[src/rtl/pipe_ctrl_pkg.sv]
// Shared constants, bus payloads and the stall-mask encoder for the pipeline controller.
package pipe_ctrl_pkg;

    // Bus widths
    localparam int unsigned STALL_W = 5;
    localparam int unsigned ADDR_W  = 32;
    localparam int unsigned CNT_W   = 32;
    localparam int unsigned STATE_W = 2;

    // Stall bus bit positions, front of the pipe first
    localparam int unsigned STALL_PC     = 0;
    localparam int unsigned STALL_IF_DEC = 1;
    localparam int unsigned STALL_DEC_EX = 2;
    localparam int unsigned STALL_EX_LS  = 3;
    localparam int unsigned STALL_LS_WB  = 4;

    // Control levels
    localparam logic STOP    = 1'b1;
    localparam logic NO_STOP = 1'b0;
    localparam logic ENABLE  = 1'b1;
    localparam logic DISABLE = 1'b0;

    // Controller state encodings
    localparam logic [STATE_W-1:0] ST_RUN   = STATE_W'(0);
    localparam logic [STATE_W-1:0] ST_PEND  = STATE_W'(1);
    localparam logic [STATE_W-1:0] ST_DRAIN = STATE_W'(2);

    // A PC redirect request: valid strobe plus target
    typedef struct packed {
        logic              valid;
        logic [ADDR_W-1:0] addr;
    } redirect_t;

    // Freeze every stage up to and including the requester; later stages get a bubble.
    function automatic logic [STALL_W-1:0] stall_mask(
        input logic ls,
        input logic ex,
        input logic dec,
        input logic fetch
    );
        logic [STALL_W-1:0] m;
        m = {STALL_W{NO_STOP}};
        if (ls || ex || dec || fetch) begin
            m[STALL_PC]     = STOP;
            m[STALL_IF_DEC] = STOP;
        end
        if (ls || ex || dec) begin
            m[STALL_DEC_EX] = STOP;
        end
        if (ls || ex) begin
            m[STALL_EX_LS] = STOP;
        end
        if (ls) begin
            m[STALL_LS_WB] = STOP;
        end
        return m;
    endfunction

endpackage

[src/rtl/pipe_ctrl.sv]
// Pipeline hazard controller: stall masks, flush/redirect sequencing around
// load/store stalls, stale-fetch discard and a saturating stall-cycle counter.
module pipe_ctrl
    import pipe_ctrl_pkg::*;
(
    input  logic              clk,
    input  logic              rst_n,
    input  logic              stallreq_if_i,
    input  logic              stallreq_dec_i,
    input  logic              stallreq_ex_i,
    input  logic              stallreq_ls_i,
    input  logic              jump_req_i,
    input  logic [ADDR_W-1:0] jump_addr_i,
    input  logic              trap_req_i,
    input  logic [ADDR_W-1:0] trap_addr_i,
    output logic [STALL_W-1:0] stall_o,
    output logic              flush_o,
    output logic              redirect_o,
    output logic [ADDR_W-1:0] redirect_addr_o,
    output logic              fetch_discard_o,
    output logic [CNT_W-1:0]  stall_cnt_o
);

    logic [STATE_W-1:0] state_q, state_d;
    logic [ADDR_W-1:0]  pend_addr_q, pend_addr_d;
    logic [CNT_W-1:0]   stall_cnt_q, stall_cnt_d;

    redirect_t          req_c;
    logic [STALL_W-1:0] mask_c;
    logic [STALL_W-1:0] stall_c;
    logic               flush_c;
    logic               redirect_c;
    logic [ADDR_W-1:0]  redirect_addr_c;
    logic               fetch_discard_c;

    // Pick the redirect source: a trap always beats a jump resolved in the same cycle.
    always_comb begin
        req_c.valid = trap_req_i | jump_req_i;
        req_c.addr  = '0;
        if (trap_req_i) begin
            req_c.addr = trap_addr_i;
        end else if (jump_req_i) begin
            req_c.addr = jump_addr_i;
        end
    end

    // Priority stall mask from the furthest-down requesting stage.
    always_comb begin
        mask_c = stall_mask(stallreq_ls_i, stallreq_ex_i, stallreq_dec_i, stallreq_if_i);
    end

    // Next-state and Mealy outputs; a redirect waits in PEND while memory holds LS.
    always_comb begin
        state_d         = state_q;
        pend_addr_d     = pend_addr_q;
        stall_c         = mask_c;
        flush_c         = DISABLE;
        redirect_c      = DISABLE;
        redirect_addr_c = '0;
        fetch_discard_c = DISABLE;

        case (state_q)
            ST_RUN, ST_DRAIN: begin
                if (state_q == ST_DRAIN) begin
                    fetch_discard_c = ENABLE;
                    if (!stallreq_if_i) begin
                        state_d = ST_RUN;
                    end
                end
                if (req_c.valid) begin
                    if (stallreq_ls_i) begin
                        // Cannot flush under a stuck load/store; park the target.
                        pend_addr_d = req_c.addr;
                        stall_c     = {STALL_W{STOP}};
                        state_d     = ST_PEND;
                    end else begin
                        flush_c         = ENABLE;
                        redirect_c      = ENABLE;
                        redirect_addr_c = req_c.addr;
                        stall_c         = {STALL_W{NO_STOP}};
                        // An outstanding fetch will return stale data; drop it.
                        if (stallreq_if_i || (state_q == ST_DRAIN)) begin
                            state_d = ST_DRAIN;
                        end else begin
                            state_d = ST_RUN;
                        end
                    end
                end
            end

            ST_PEND: begin
                if (stallreq_ls_i) begin
                    stall_c = {STALL_W{STOP}};
                end else begin
                    flush_c         = ENABLE;
                    redirect_c      = ENABLE;
                    redirect_addr_c = pend_addr_q;
                    stall_c         = {STALL_W{NO_STOP}};
                    state_d         = stallreq_if_i ? ST_DRAIN : ST_RUN;
                end
            end

            default: begin
                state_d = ST_RUN;
            end
        endcase
    end

    // Count cycles with the PC frozen, sticking at all-ones.
    always_comb begin
        stall_cnt_d = stall_cnt_q;
        if ((stall_c[STALL_PC] == STOP) && (stall_cnt_q != {CNT_W{1'b1}})) begin
            stall_cnt_d = stall_cnt_q + CNT_W'(1);
        end
    end

    // State, parked target and counter registers.
    always_ff @(posedge clk or negedge rst_n) begin
        if (!rst_n) begin
            state_q     <= ST_RUN;
            pend_addr_q <= '0;
            stall_cnt_q <= '0;
        end else begin
            state_q     <= state_d;
            pend_addr_q <= pend_addr_d;
            stall_cnt_q <= stall_cnt_d;
        end
    end

    // Outputs are forced quiet while reset is held, whatever the inputs do.
    assign stall_o         = rst_n ? stall_c : {STALL_W{NO_STOP}};
    assign flush_o         = rst_n ? flush_c : DISABLE;
    assign redirect_o      = rst_n ? redirect_c : DISABLE;
    assign redirect_addr_o = rst_n ? redirect_addr_c : '0;
    assign fetch_discard_o = rst_n ? fetch_discard_c : DISABLE;
    assign stall_cnt_o     = stall_cnt_q;

endmodule

[config.mk]
export PLATFORM = sky130hd
export DESIGN_NAME = pipe_ctrl
export DESIGN_NICKNAME = d
export VERILOG_FILES = /design/src/rtl/pipe_ctrl_pkg.sv /design/src/rtl/pipe_ctrl.sv
export SDC_FILE = /design/constraint.sdc
export NUM_CORES = 1
export LEC_CHECK = 0
export CAP_MARGIN = 10
export CELL_PAD_IN_SITES_DETAIL_PLACEMENT = 0
export CELL_PAD_IN_SITES_GLOBAL_PLACEMENT = 1
export CORE_UTILIZATION = 36
export CTS_CLUSTER_DIAMETER = 120
export DETAILED_ROUTE_END_ITERATION = 12
export PLACE_DENSITY = 0.88
export RECOVER_POWER = 25
export SETUP_SLACK_MARGIN = 0.4
export SLEW_MARGIN = 20
export SYNTH_ARGS = -nofsm -noshare
export SYNTH_HDL_FRONTEND = slang
export SYNTH_SLANG_ARGS = --single-unit
[constraint.sdc]
create_clock -name clk -period 2.96 [get_ports clk]
set_input_delay 0.444 -clock clk [delete_from_list [all_inputs] [get_ports clk]]
set_output_delay 0.444 -clock clk [all_outputs]
set_load 0.05 [all_outputs]
# == Word-level counts from Yosys, hierarchy flattened ==
# Index checks and enable logic that the tools add are counted.
# word_totals
out_inout_bits,72
in_bits,72
wordCells,50
register_bits,66
# classes
eq_ne,6
reduce_logical,9
n_mux,30
bitwise_logic,1
add_sub_neg,1
# ops
op,count
32-bit 2-to-1 mux,6
32-bit case mux with 2 select lines,1
32-bit by 1-bit adder with 32-bit output (second input constant),1
32-bit inequality test (second input constant),1
2-bit 2-to-1 mux,8
5-bit 2-to-1 mux,3
5-bit case mux with 2 select lines,1
1-bit 2-to-1 mux,9
3-bit inequality test (second input constant),2
3-bit AND reduction,2
1-bit logical OR,4
2-bit case mux with 2 select lines,1
2-bit by 1-bit equality test with 1-bit output (second input constant),1
2-bit equality test (second input constant),1
2-bit logical NOT,1
2-bit inequality test (second input constant),1
1-bit case mux with 2 select lines,1
2-bit OR reduction,1
1-bit logical AND,1
1-bit bitwise OR,1

# == Logic depth before layout (Yosys ltp) ==
# depth
word_depth,7
mapped_depth,8
ltp_nobuf,6

# == Worst setup path after synthesis ==
# OpenSTA, ideal clock, no wires.
# synth_timing
kind,in2out
from,input port trap_req_i
to,output port redirect_o
slack_ns,0.049
n_path_buf,2
t_arrival_ns,2.467
stages,5
required_ns,2.516
path_cell_list,buf_2 -> or3_4 -> nand2_1 -> nor3b_1 -> buf_4
# synth_via
elab_chain_cells,4
# synth_rtl
element,line_no,source
from (decl),pipe_ctrl.sv:14,"input logic trap_req_i,"
1-bit bitwise OR,pipe_ctrl.sv:38,req_c.valid = trap_req_i | jump_req_i;
1-bit 2-to-1 mux,n/a,
1-bit case mux with 2 select lines,n/a,
1-bit 2-to-1 mux,n/a,
to (decl),pipe_ctrl.sv:18,"output logic redirect_o,"
# Every way passes these cells.

# == Worst setup path in the final report ==
# layout_timing
from,register state_q[0]
to,output port stall_o[1]
# layout_via
elab_chain_cells,4
elab_cells_between_ends,6
classes_between,eq/ne: 2; mux: 2; reduce/logical: 2
# layout_rtl
element,line_no,source
from (decl),pipe_ctrl.sv:24,"logic [STATE_W-1:0] state_q, state_d;"
from (signal assigned),pipe_ctrl.sv:124,state_q <= state_d;
2-bit equality test / 2-bit logical NOT (equally long branches),pipe_ctrl.sv:62,case (state_q)
2-bit OR reduction,pipe_ctrl.sv:62,
5-bit case mux with 2 select lines (*),pipe_ctrl.sv:62,
5-bit 2-to-1 mux (*),pipe_ctrl.sv:131,assign stall_o = rst_n ? stall_c : {STALL_W{NO_STOP}};
to (decl),pipe_ctrl.sv:16,"output logic [STALL_W-1:0] stall_o,"
# Mark *: on every way between the ends. The rest lies on a longest branch, timed or not.

==> results.sh <==
export IMPL_drtIter0Drc=138
export IMPL_layout_commonest_cell="clkdlybuf4s50_1"
export IMPL_cp_num_buf_inv=1
export IMPL_p_total_mw=3.035
export IMPL_grt_pass1_wl_mm=17.53
export IMPL_htreeDepth=3
export IMPL_worstSetupStartpoint="state_q[0]"
export IMPL_setup_tns_ns=0
export IMPL_grt_max_degree=60
export IMPL_cap_violations=1
export IMPL_synth_yosys_warnings=0
export IMPL_period_share=0.8640
export IMPL_drc=0
export IMPL_hold_start="stall_cnt_o[28]"
export IMPL_mostFrequentLayoutCells="clkdlybuf4s50_1 (100), dfrtp_1 (66), buf_12 (39), nor2_1 (34), mux2_2 (33)"
export IMPL_finalWirelength_mm=10.85
export IMPL_vias=3524
export IMPL_hp_class="reg2reg"
export IMPL_start_util=0.3712
export IMPL_pin_count=144
export IMPL_rows=37
export IMPL_min_period_ns=2.557
export IMPL_cts_root_buf="clkbuf_8"
export IMPL_placed_cells=622
export IMPL_cellPowerDensity_mw_per_mm2=502.5
export IMPL_synth_avg_cell_area_um2=10.62
export IMPL_die_area_mm2=0.01106
export IMPL_async_flop_share=1.000
export IMPL_seqCellArea_mm2=0.001652
export IMPL_grt_total_usage=0.1985
export IMPL_p_leak_nw=2.519
export IMPL_timing_critical_path_to_type="output port"
export IMPL_cts_clk_slew_worst_paths_ns=0.08
export IMPL_numCtsBuffers=9
export IMPL_clock_fmax_ghz=0.3910
export IMPL_ys_seq_area_frac=0.4310
export IMPL_stdcell_count=645
export IMPL_synth_enable_flop_cells=0
export IMPL_dpl_hpwl_mm=7.649
export IMPL_clk_insertion_delay_late_ns=0.33
export IMPL_final_nets=577
export IMPL_grt_pass1_vias=3540
export IMPL_peakVddDrop_uv=297.5
export IMPL_crit_arrival_ns=2.11
export IMPL_drive_gt1_frac=0.2475
export IMPL_viasPerCell=5.464
export IMPL_crit_type="reg2out"
export IMPL_seqPwrFrac=0.379
export IMPL_grt_antenna_before_repair=0
export IMPL_ys_flop_type="dfrtp_1"
export IMPL_cp_max_fo=8
export IMPL_clockBufferDepth=2
export IMPL_avgRoutedWirePerCell_um=16.82
export IMPL_multi_input_area_mm2=0.002044
export IMPL_portBuffers=143
export IMPL_syn2layout_area_growth_pct=57.62
export IMPL_max_stage_delay_ns=0.48
export IMPL_finalWeightedCongestion=0.8285
export IMPL_switching_share=0.3399
export IMPL_overflow=0
export IMPL_finalHoldViolCount=0
export IMPL_drt_pass1_iter_count=4
export IMPL_cpLargestDelayFamily="simple AND/OR/NAND/NOR gates"
export IMPL_power_switching_mw=1.032
export IMPL_fillers=875
export IMPL_outcome="complete, but fails checks"
export IMPL_ys_types=44
export IMPL_p_int_mw=2.004
export IMPL_fp_coreArea_mm2=0.01032
export IMPL_power_frac_comb=0.344
export IMPL_slowest_stage="dfrtp_1"
export IMPL_slew_limit_headroom=0.0006440
export IMPL_r2r_start="stall_cnt_o[0]"
export IMPL_synth_nets=434
export IMPL_cp_required_ns=2.52
export IMPL_drtAntennaViolNets=0
export IMPL_crit_chain="or3_1 -> nand3_1 -> nand2_4 -> and2_1 -> buf_4"
export IMPL_worstMarginPinSlew_ns=1.499
export IMPL_ys_ff_latch=66
export IMPL_synth_area_mm2=0.003832
export IMPL_worstSetupStartpointType="flip-flop"
export IMPL_place_area_mm2=0.005759
export IMPL_synthesis_instances=361
export IMPL_fin_worst_skew_ns=0.006051
export IMPL_p_clk_frac=0.277
export IMPL_clock_sinks=66
export IMPL_die_h_um=105.2
export IMPL_rsz0062_at_grt="false"
export IMPL_violations="max-capacitance violations"
export IMPL_drv_slew=0
export IMPL_cts_tree="done"
export IMPL_diodes=0
export IMPL_die_w_um=105.2
export IMPL_finalSetupViolCount=0
export IMPL_fin_area_mm2=0.006041
## worst register-to-register path, cell delays in order (launching register included)
cell	delay (ns)
dfrtp_1	0.40
ha_1	0.20
and4_1	0.31
and3_1	0.35
nand3_1	0.14
buf_4	0.21
nand2_1	0.11
mux2_2	0.34
## state kept, by name (all words and copies together), names as in the netlist
register     count
state_q          2
pend_addr_q     32
stall_cnt_o     32
## power by group through the flow
stage	logic (mW)	registers, mW	clock network (mW)
finish	1.04	1.15	0.840
floorplan	0.461	1.31	0
global placement	1.02	1.15	0
global route	1.11	1.17	0.908
detailed placement	1.04	1.16	0
CTS	1.04	1.15	0.854
## cell usage after synthesis, types with 11 or more instances
cell      instances  area share
and4_1           11       0.025
xnor2_1          29       0.066
a22o_1           31       0.071
nor2_1           37       0.036
nand4_1          16       0.026
nand3_1          17       0.022
mux2_2           33       0.097
and3_1           12       0.020
clkbuf_1         16       0.016
nand2_1          11       0.011
dfrtp_1          66        0.43
a22oi_1          32       0.063
## per-stage QoR
stage / hold slack (ns) / util / setup WS (ns)
floorplan: 0.1484 / - / 0.4665
global placement: 0.3492 / 0.5579 / 0.3079
detailed placement: 0.3531 / 0.5579 / 0.2595
CTS: 0.4994 / 0.5808 / 0.4209
global route: 0.5232 / 0.5851 / 0.3069
finish: 0.5006 / 0.5851 / 0.4027
## final timing paths
| check | depth (start not counted) | endpoint | slack (ns) |
|---|---|---|---|
| max | 5 | stall_o[1] | 0.40 |
| min | 1 | stall_cnt_o[28] | 0.50 |
| max reg2reg | 7 | stall_cnt_o[1] | 0.80 |
| min reg2reg | 1 | stall_cnt_o[28] | 0.50 |
| max in group asynchronous | 3 | stall_cnt_o[20] | 0.72 |
| min in group asynchronous | 2 | state_q[0] | 0.56 |
## cell families after synthesis
kind of cell	count (synthesis)	share of synthesized area
AO/OA/AOI/OAI	73	0.1678
XOR/XNOR	31	0.07085
adder cells (fa/ha/maj)	1	0.003264
buffers and inverters	30	0.03983
flip-flops	66	0.4309
multiplexers	33	0.09696
AND/OR/NAND/NOR	127	0.1903
## area by class of cell
cell class                      count  share of cell area
Timing Repair Buffer              160              0.3227
Inverter                            2            0.001243
Clock inverter                      7             0.01553
Clock buffer                        9             0.02051
Multi-Input combinational cell    265              0.3384
Sequential cell                    66              0.2734
Tap cell                          136             0.02817
## metal layers
metal  global-route usage  vias to the layer above  share of wire
met5                    0                        -              0
met4              0.05332                        0          0.012
met3              0.04866                       12          0.067
met2               0.3207                      135           0.48
met1               0.2648                     1746           0.44
li1                     -                     1631              -
## repair_timing
item	CTS	global route
resized for setup	3	8
buffers inserted	1	5
pin swaps	1	2
hold endpoints to repair	7	0
hold buffers	1	0
setup endpoints to repair	34	34
gates cloned	0	0
No activity file was read; power rests on OpenSTA's default activity.
